## config.mk

```make
export PLATFORM = sky130hd
export DESIGN_NAME = mem_access_stage
export DESIGN_NICKNAME = d
export VERILOG_FILES = /design/src/rtl/riscv_pkg.sv /design/src/rtl/mem_access_stage_lane_align.sv /design/src/rtl/mem_access_stage.sv
export SDC_FILE = /design/constraint.sdc
export NUM_CORES = 1
export LEC_CHECK = 0
export CORE_MARGIN = 10
export CORE_UTILIZATION = 23
export CTS_CLUSTER_DIAMETER = 50
export DETAILED_ROUTE_END_ITERATION = 10
export SYNTH_ARGS = -nofsm -noshare
export SYNTH_HDL_FRONTEND = slang
export SYNTH_SLANG_ARGS = --single-unit
export TNS_END_PERCENT = 10
```

## constraint.sdc

```tcl
create_clock -name clk -period 6 [get_ports clk]
set_input_delay 1.2 -clock clk [delete_from_list [all_inputs] [get_ports clk]]
set_output_delay 1.2 -clock clk [all_outputs]
set_load 0.02 [all_outputs]
```

## src/rtl/riscv_pkg.sv

```systemverilog
// ---------------------------------------------------------------------------
// riscv_pkg
// Types and constants shared by the RISC-V memory-access stage.
//   DPW          : datapath width (32 only)
//   F3_*         : funct3 encodings for load/store size and sign
//   mem_state_t  : memory-stage handshake FSM states
//   mw_reg_t     : fields of the memory->writeback pipeline register
//   is_misaligned: address alignment check for a given access size
// Optional macro MEM_TIMEOUT_EN adds the bus-error flag to mw_reg_t.
// ---------------------------------------------------------------------------
package riscv_pkg;

    localparam int DPW = 32;

    localparam logic [2:0] F3_B  = 3'b000;
    localparam logic [2:0] F3_H  = 3'b001;
    localparam logic [2:0] F3_W  = 3'b010;
    localparam logic [2:0] F3_BU = 3'b100;
    localparam logic [2:0] F3_HU = 3'b101;

    typedef enum logic [0:0] {
        IDLE = 1'b0,
        WAIT = 1'b1
    } mem_state_t;

    typedef struct packed {
        logic           valid;
        logic           regwrite;
        logic           resultsrc;
        logic [DPW-1:0] aluresult;
        logic [DPW-1:0] readdata;
        logic [4:0]     rd;
        logic           misalign;
`ifdef MEM_TIMEOUT_EN
        logic           buserr;
`endif
    } mw_reg_t;

    // Halfwords need bit 0 clear, words need both low bits clear; bytes are
    // always aligned.
    function automatic logic is_misaligned(input logic [2:0] f3,
                                           input logic [1:0] off);
        logic res;
        case (f3[1:0])
            2'b01:   res = off[0];
            2'b10:   res = (off != 2'b00);
            default: res = 1'b0;
        endcase
        return res;
    endfunction

endpackage

```

## src/rtl/mem_access_stage_lane_align.sv

```systemverilog
// ---------------------------------------------------------------------------
// mem_lane_align
// Purely combinational byte-lane logic for the memory stage.
//   funct3     in  access size/sign
//   byte_off   in  low two address bits
//   store_data in  register value to be stored
//   rdata      in  word returned by data memory
//   wdata      out store data replicated onto every lane it may occupy
//   store_be   out byte enables for a store
//   load_data  out selected bytes of rdata, sign/zero extended
// ---------------------------------------------------------------------------
module mem_lane_align
    import riscv_pkg::*;
(
    input  logic [2:0]     funct3,
    input  logic [1:0]     byte_off,
    input  logic [DPW-1:0] store_data,
    input  logic [DPW-1:0] rdata,
    output logic [DPW-1:0] wdata,
    output logic [3:0]     store_be,
    output logic [DPW-1:0] load_data
);

    logic [DPW-1:0] shifted_s;

    // Store lane replication and byte-enable generation.
    always_comb begin
        wdata    = store_data;
        store_be = 4'b1111;
        case (funct3[1:0])
            2'b00: begin
                wdata    = {4{store_data[7:0]}};
                store_be = 4'b0001 << byte_off;
            end
            2'b01: begin
                wdata    = {2{store_data[15:0]}};
                store_be = byte_off[1] ? 4'b1100 : 4'b0011;
            end
            default: begin
                wdata    = store_data;
                store_be = 4'b1111;
            end
        endcase
    end

    // Bring the addressed byte/halfword down to bit 0, then extend.
    always_comb begin
        shifted_s = rdata >> {byte_off, 3'b000};
        load_data = rdata;
        case (funct3)
            F3_B:    load_data = {{24{shifted_s[7]}}, shifted_s[7:0]};
            F3_H:    load_data = {{16{shifted_s[15]}}, shifted_s[15:0]};
            F3_W:    load_data = rdata;
            F3_BU:   load_data = {24'h000000, shifted_s[7:0]};
            F3_HU:   load_data = {16'h0000, shifted_s[15:0]};
            default: load_data = rdata;
        endcase
    end

endmodule

```

## src/rtl/mem_access_stage.sv

```systemverilog
// ---------------------------------------------------------------------------
// mem_access_stage
// Memory stage of a 5-stage RISC-V pipeline: issues data-memory loads and
// stores over a req/ack handshake, stalls upstream while an access is
// outstanding, and drives the memory->writeback pipeline register.
//   clk, rst_n            clock / async active-low reset
//   validM..RdM           execute->memory register fields (held while stalled)
//   dmem_req/we/addr/     data-memory request; driven combinationally from the
//   wdata/be              M fields, which stay frozen during a stall
//   dmem_ack/rdata        completion and read word
//   stall_mem             freezes IF/ID/EX and the E-M register
//   validW..misalignW     registered writeback fields
//   buserrW               (MEM_TIMEOUT_EN only) access abandoned on timeout
// Optional macro MEM_TIMEOUT_EN: abandon an access after TIMEOUT cycles
// without ack and report a bus error instead of waiting forever.
// ---------------------------------------------------------------------------
module mem_access_stage
    import riscv_pkg::*;
#(
    parameter int DPW     = 32,
    parameter int TIMEOUT = 16
) (
    input  logic           clk,
    input  logic           rst_n,
    input  logic           validM,
    input  logic           regwriteM,
    input  logic           resultsrcM,
    input  logic           memwriteM,
    input  logic [2:0]     funct3M,
    input  logic [DPW-1:0] aluresultM,
    input  logic [DPW-1:0] Rd2M,
    input  logic [4:0]     RdM,
    output logic           dmem_req,
    output logic           dmem_we,
    output logic [DPW-1:0] dmem_addr,
    output logic [DPW-1:0] dmem_wdata,
    output logic [3:0]     dmem_be,
    input  logic           dmem_ack,
    input  logic [DPW-1:0] dmem_rdata,
    output logic           stall_mem,
    output logic           validW,
    output logic           regwriteW,
    output logic           resultsrcW,
    output logic [DPW-1:0] aluresultW,
    output logic [DPW-1:0] readdataW,
    output logic [4:0]     RdW,
    output logic           misalignW
`ifdef MEM_TIMEOUT_EN
    ,
    output logic           buserrW
`endif
);

    if (DPW != 32) begin : g_dpw_check
        $error("mem_access_stage: only DPW = 32 is supported");
    end
    if (TIMEOUT < 2) begin : g_timeout_check
        $error("mem_access_stage: TIMEOUT must be at least 2");
    end

    mem_state_t     state_r;
    mem_state_t     state_next_s;
    mw_reg_t        w_r;
    mw_reg_t        w_next_s;
    logic           memop_s;
    logic           misal_s;
    logic           req_s;
    logic           stall_s;
    logic           tout_s;
    logic [DPW-1:0] wdata_s;
    logic [3:0]     store_be_s;
    logic [DPW-1:0] load_data_s;

    assign memop_s = validM & (memwriteM | resultsrcM);
    assign misal_s = memop_s & is_misaligned(funct3M, aluresultM[1:0]);

    mem_lane_align u_lane (
        .funct3     (funct3M),
        .byte_off   (aluresultM[1:0]),
        .store_data (Rd2M),
        .rdata      (dmem_rdata),
        .wdata      (wdata_s),
        .store_be   (store_be_s),
        .load_data  (load_data_s)
    );

`ifdef MEM_TIMEOUT_EN
    localparam int CW = (TIMEOUT > 1) ? $clog2(TIMEOUT) : 1;
    logic [CW-1:0] cnt_r;

    // Cycles spent in WAIT; zero on the first WAIT cycle.
    always_ff @(posedge clk or negedge rst_n) begin
        if (!rst_n) begin
            cnt_r <= '0;
        end else if (state_r == WAIT) begin
            cnt_r <= cnt_r + CW'(1);
        end else begin
            cnt_r <= '0;
        end
    end
`endif

    // Handshake FSM next state, request and timeout decode. Reset gates the
    // request so it drops at once even mid-access.
    always_comb begin
        state_next_s = state_r;
        req_s        = 1'b0;
        tout_s       = 1'b0;
        if (!rst_n) begin
            state_next_s = IDLE;
            req_s        = 1'b0;
        end else begin
            case (state_r)
                IDLE: begin
                    req_s = memop_s & ~misal_s;
                    if (req_s && !dmem_ack) begin
                        state_next_s = WAIT;
                    end else begin
                        state_next_s = IDLE;
                    end
                end
                WAIT: begin
`ifdef MEM_TIMEOUT_EN
                    if (dmem_ack) begin
                        req_s        = 1'b1;
                        state_next_s = IDLE;
                    end else if (cnt_r == CW'(TIMEOUT - 1)) begin
                        // Give up: this cycle completes the instruction
                        // with a bus error instead of data.
                        req_s        = 1'b0;
                        tout_s       = 1'b1;
                        state_next_s = IDLE;
                    end else begin
                        req_s        = 1'b1;
                        state_next_s = WAIT;
                    end
`else
                    req_s = 1'b1;
                    if (dmem_ack) begin
                        state_next_s = IDLE;
                    end else begin
                        state_next_s = WAIT;
                    end
`endif
                end
                default: begin
                    state_next_s = IDLE;
                    req_s        = 1'b0;
                end
            endcase
        end
    end

    assign stall_s = req_s & ~dmem_ack;

    // Next contents of the writeback register; a bubble unless the M-stage
    // instruction completes this cycle.
    always_comb begin
        w_next_s = '0;
        if (stall_s || !validM) begin
            w_next_s = '0;
        end else if (misal_s) begin
            w_next_s.valid     = 1'b1;
            w_next_s.regwrite  = 1'b0;
            w_next_s.resultsrc = resultsrcM;
            w_next_s.aluresult = aluresultM;
            w_next_s.rd        = RdM;
            w_next_s.misalign  = 1'b1;
        end else if (tout_s) begin
            w_next_s.valid     = 1'b1;
            w_next_s.regwrite  = 1'b0;
            w_next_s.resultsrc = resultsrcM;
            w_next_s.aluresult = aluresultM;
            w_next_s.rd        = RdM;
`ifdef MEM_TIMEOUT_EN
            w_next_s.buserr    = 1'b1;
`endif
        end else begin
            w_next_s.valid     = 1'b1;
            w_next_s.regwrite  = regwriteM;
            w_next_s.resultsrc = resultsrcM;
            w_next_s.aluresult = aluresultM;
            w_next_s.rd        = RdM;
            if (memop_s && resultsrcM) begin
                w_next_s.readdata = load_data_s;
            end else begin
                w_next_s.readdata = '0;
            end
        end
    end

    // FSM state register.
    always_ff @(posedge clk or negedge rst_n) begin
        if (!rst_n) begin
            state_r <= IDLE;
        end else begin
            state_r <= state_next_s;
        end
    end

    // Memory->writeback pipeline register.
    always_ff @(posedge clk or negedge rst_n) begin
        if (!rst_n) begin
            w_r <= '0;
        end else begin
            w_r <= w_next_s;
        end
    end

    assign dmem_req   = req_s;
    assign dmem_we    = req_s & memwriteM;
    assign dmem_addr  = {aluresultM[DPW-1:2], 2'b00};
    assign dmem_wdata = wdata_s;
    assign dmem_be    = memwriteM ? store_be_s : 4'b1111;
    assign stall_mem  = stall_s;

    assign validW     = w_r.valid;
    assign regwriteW  = w_r.regwrite;
    assign resultsrcW = w_r.resultsrc;
    assign aluresultW = w_r.aluresult;
    assign readdataW  = w_r.readdata;
    assign RdW        = w_r.rd;
    assign misalignW  = w_r.misalign;
`ifdef MEM_TIMEOUT_EN
    assign buserrW    = w_r.buserr;
`endif

endmodule

```

== Word level (Yosys, flattened, before mapping) ==
Cells that the tools add are included.
Operators by class
  equal/unequal tests: 5
  shift operators: 2
  multiplexer cells: 17
  bitwise operators: 9
  reductions and logical operators: 8
Operators with widths (count)
  $pmux W32 S4: 1
  $mux W73: 1
  $mux W32: 2
  $pmux W32 S2: 1
  $mux W34: 1
  $shr A32 B5 Y16: 1
  $mux W4: 2
  $pmux W4 S2: 1
  $eq A3 B3 Y1 const B: 2
  $pmux W1 S2: 3
  $and A1 B1 Y1: 5
  $mux W1: 5
  $shl A1 B2 Y4 const A: 1
  $eq A3 B1 Y1 const B: 1
  $logic_not A3 Y1: 1
  $not A1 Y1: 3
  $eq A2 B1 Y1 const B: 1
  $eq A2 B2 Y1 const B: 1
  $logic_and A1 B1 Y1: 2
  $logic_not A1 Y1: 2
  $logic_not A2 Y1: 1
  $reduce_bool A2 Y1: 1
  $logic_or A1 B1 Y1: 1
  $or A1 B1 Y1: 1
Word-level totals
  register bits after elaboration: 74
  bits of input ports: 111
  output and inout bits: 144
  logic and storage cells: 49

== Longest topological paths before layout ==
  depth in word-level cells: 10
  depth in mapped cells: 9
  gate-level depth less buffers: 6

== By module ==
From an unflattened synthesis, not the netlist that was laid out.
Second synthesis, totals
  cells, all modules: 415
  area total of the unflattened synthesis: 4211.5 um^2
Modules (own cells, without submodules)
  mem_access_stage: instances 1, cells each 232, area each 2940.3 um^2
  mem_lane_align: instances 1, cells each 183, area each 1271.2 um^2

== Worst setup path before layout ==
OpenSTA, ideal clock, no wires.
  path type: input to output
  from: in funct3M[1]
  to: out stall_mem
  arrival: 2.952 ns
  slack: 1.848 ns
  cell stages on the path: 8
  path buffers: 2
  path through: clkbuf_1 inv_1 ha_1 buf_2 and3_1 nor3_1 o21a_1 nor2b_1
On the way
  cells in the longest elaborated chain, start to end: 8
RTL lines
  start: declaration: line mem_access_stage.sv:29  | input logic [2:0] funct3M,
  $eq A2 B2 Y1 / $eq A2 B1 Y1 (equally long branches): line riscv_pkg.sv:44  | case (f3[1:0])
  $pmux W1 S2 *: line riscv_pkg.sv:44
  $and A1 B1 Y1 *: line mem_access_stage.sv:75  | assign misal_s = memop_s & is_misaligned(funct3M, aluresultM[1:0]);
  $not A1 Y1 *: line mem_access_stage.sv:115  | req_s = memop_s & ~misal_s;
  $and A1 B1 Y1 *: line mem_access_stage.sv:115
  $pmux W1 S2 *: line mem_access_stage.sv:113  | case (state_r)
  $mux W1 *: line mem_access_stage.sv:109  | if (!rst_n) begin
  via dmem_req: line mem_access_stage.sv:33  | output logic dmem_req,
  $and A1 B1 Y1 *: line mem_access_stage.sv:154  | assign stall_s = req_s & ~dmem_ack;
  end: declaration: line mem_access_stage.sv:40  | output logic stall_mem,
Mark *: on every way through the listed nets, which the timed path passes. The rest lies on a longest branch.

== Worst setup path in the final report ==
  from: in funct3M[1]
  to: out dmem_we
On the way
  cells in the longest elaborated chain, start to end: 8
RTL lines
  $eq A2 B2 Y1 / $eq A2 B1 Y1 (equally long branches): line riscv_pkg.sv:44
  $pmux W1 S2 *: line riscv_pkg.sv:44
  $and A1 B1 Y1 *: line mem_access_stage.sv:75
  $not A1 Y1 *: line mem_access_stage.sv:115
  $and A1 B1 Y1 *: line mem_access_stage.sv:115
  $pmux W1 S2 *: line mem_access_stage.sv:113
  $mux W1 *: line mem_access_stage.sv:109
  $and A1 B1 Y1 *: line mem_access_stage.sv:211  | assign dmem_we = req_s & memwriteM;
  end: declaration: line mem_access_stage.sv:34  | output logic dmem_we,
Every way passes the cells marked *; elsewhere a longest branch is shown, timed or not.

==> impl_results.md <==
* Status: finished, final reports clean
* First-pass GRT wire length at 22710 um
* Mapped Area at roughly 0.0037 mm2
* Slew Viols, Final at 0
* Hold Startpoint: state_r
* Clock buffer count from CTS at 9
* Clock skew at 10.02 ps
* Layout cell share with drive strength beyond 1 at 0.06655
* I/O pin count at 255
* Highest clock rate at 192.2 MHz
* Critical Path Fanout Max at 17
* PD cells at ~230 mW/mm2
* Relative slew slack at 0.4715
* Pleak at 2.800 nW
* CP Launch Type: input pin
* Cell Chain, Critical Path: clkdlybuf4s50_1 -> inv_1 -> ha_1 -> and3_1 -> nor3_1 -> o21a_1 -> and2_1 -> clkdlybuf4s50_1
* Post-synth EDFFs at 0
* Drt first pass iters at 4
* CTS clk-pin slew, worst paths at roughly 60 ps
* Most frequent cell after synthesis: dfrtp_1
* Synth area leaders: dfrtp_1 49%, buf_4 8.0%, and3_1 6.3%
* Layout Utilization at 0.4037
* Layout area overhead at 71.75%
* R2R Setup Slk at 4400 ps
* Reg-to-reg endpoint: aluresultW[30]
* Commonest cells in the netlist: 74 x dfrtp_1, 40 x buf_4, 38 x and3_1
* Maxcap violations at 0
* Port bufs at 252
* Post-route DRC at 0
* Total number of vias at ~3600
* Vias in the first global route at 3970
* Critical Path RT at 4800 ps
* Unrepaired setup endpoints after global routing: false
* CP max stage cell: clkdlybuf4s50_1
* Setup Total Neg Slack at 0 ps
* Async SR Flop Fraction at 1.000
* Crit path kind: input pin to primary output
* Via/cell ratio at 4.536
* Synth Register Bits at 74
* Sink Count at 74
* Post-DP HPWL at 12340 um
* Die ar. at 0.02180 mm2
* Total power draw at 1.457 mW
* Starting Density at 0.2350
* Final GP Congestion at between 0.8 and 0.9
* Antenna Cells at 0
* Die Span Y at 147.6 um
* Total GRT Usage at 0.1319
* Worst slew pin tran at 790.3 ps
* Most common cell on crit path: clkdlybuf4s50_1
* Largest net degree at the start of global routing at 45
* Latest clock arrival within the worst-skew pair at between 300 and 400 ps
* Yosys top cell by area: dfrtp_1
* Worst vdd ir at 0.1290 mV
* Clock tree from TritonCTS: yes
* Count of cell types in the netlist at 42
* Final WL at 15160 um
* Wire per inst at 19.26 um
* CTS resizes at 0
* Die X-Extent at 147.6 um
* # hold bufs at CTS at 0
* Htree depth at 3
* Main synth FF type: dfrtp_1
* Fin nets at 681
* Sequential area share after synthesis at 0.4942
* Yosys Warn Count at 0
* Hold Crit Class: flip-flop to flip-flop
* Yosys top cell area share at 0.4942
* FF-to-FF path depth at 3
* Syn_area_per_cell at 10.32 um2
* DRT iter0 DRCs at 123
* Post-CTS Setup Inserts at 0
* Overflow left after global routing at 0
* Dpl ws at 767.6 ps
* Largest stage delay, worst path at 640 ps
* Worst EP arrival at about 4000 ps
* Initial antenna violation count at 0
* Maximum clock insertion buffer count at 2
* Routed Antenna Nets at 0
* Row cnt at 46
* Min cycle time layout at 5203 ps
* Final Hold Fails at 0
* Setup crit end kind: primary output
* Reg2Reg Launch Point: state_r
* PnR worst setup slack at 796.7 ps
* Cells after Synth at between 300 and 400
* Setup violators final at 0
* Tcrit/Tclk final at 0.8672
* Hold Path Sink: misalignW
* Root Driver: clkbuf_16
* Hold Path Depth at 1
* Core area at between 0.015 and 0.02 mm2
==> power breakdown <==
group / switching (mW) / internal, mW
Combinational: 0.204 / 0.199
Sequential: 0.00693 / 0.524
Clock: 0.204 / 0.319
Total: 0.415 / 1.04
==> per-layer routing <==
metal	vias to the layer above	track usage	part of all wire
li1	1653	-	-
met1	1699	0.1406	0.38
met2	198	0.2304	0.49
met3	20	0.04701	0.10
met4	0	0.05699	0.022
met5	-	0	0
==> how the worst max path moves through the flow <==
stage	endpoint	start	cells after the start	slack (ps)
2_1_floorplan	stall_mem	funct3M[1]	8	1850
6_report	dmem_we	funct3M[1]	8	800
4_1_cts	dmem_we	funct3M[1]	8	770
5_1_grt	dmem_wdata[26]	funct3M[1]	7	600
3_5_place_dp	dmem_we	funct3M[1]	8	770
3_3_place_gp	stall_mem	funct3M[1]	8	850
==> worst max-delay path: cells and delay by family <==
kind / cells / cell delay [ps]
and+or+nand+nor: 3 / 640
AOI/OAI and AO/OA: 1 / 210
adders and majority gates: 1 / 610
buffers and inverters: 3 / 1350
==> cells by family after synthesis <==
group | Yosys count | share of synthesized area
AND/OR/NAND/NOR | 111 | 0.1553
AO/OA/AOI/OAI | 83 | 0.1619
flip-flops | 74 | 0.4942
buffers and inverters | 72 | 0.1242
multiplexers | 19 | 0.05342
adder cells (fa/ha/maj) | 3 | 0.01002
other | 1 | 0.001001
==> metrics by stage <==
step	area, um2	instances	hold WS [ps]
final	6436	787	523.7
after global routing	6436	787	548.8
after CTS	6436	787	527.2
after detailed placement	6151	772	506.5
after global placement	6151	772	495.4
after floorplan	3751	364	439.8
==> cell type report <==
type | instances | area [um2]
Clock buffer | 10 | 229.0
Clock inverter | 5 | 56.30
Fill cell | 1532 | 9507
Inverter | 5 | 18.77
Multi-Input combinational cell | 218 | 1438
Sequential cell | 74 | 1852
Tap cell | 216 | 270.3
Timing Repair Buffer | 259 | 2572
==> registers in the layout (all words and copies together), names as in the netlist <==
register / count
aluresultW: 32
RdW: 5
state_r: 1
regwriteW: 1
resultsrcW: 1
validW: 1
misalignW: 1
readdataW: 32
==> placed cells by master, fill, tap and decap left out, drive strengths merged, types with 3 or more instances in the layout <==
cell type / count
clkdlybuf4s50: 251
nand2: 18
o211ai: 4
ha: 3
dfrtp: 74
buf: 8
inv: 5
mux2i: 11
a22oi: 15
o21ai: 27
a211oi: 7
and3: 38
o2bb2ai: 7
o22ai: 8
a22o: 8
clkbuf: 10
clkinv: 3
mux2: 8
nor2b: 5
nor2: 37
(Power assumes the default switching activity.)
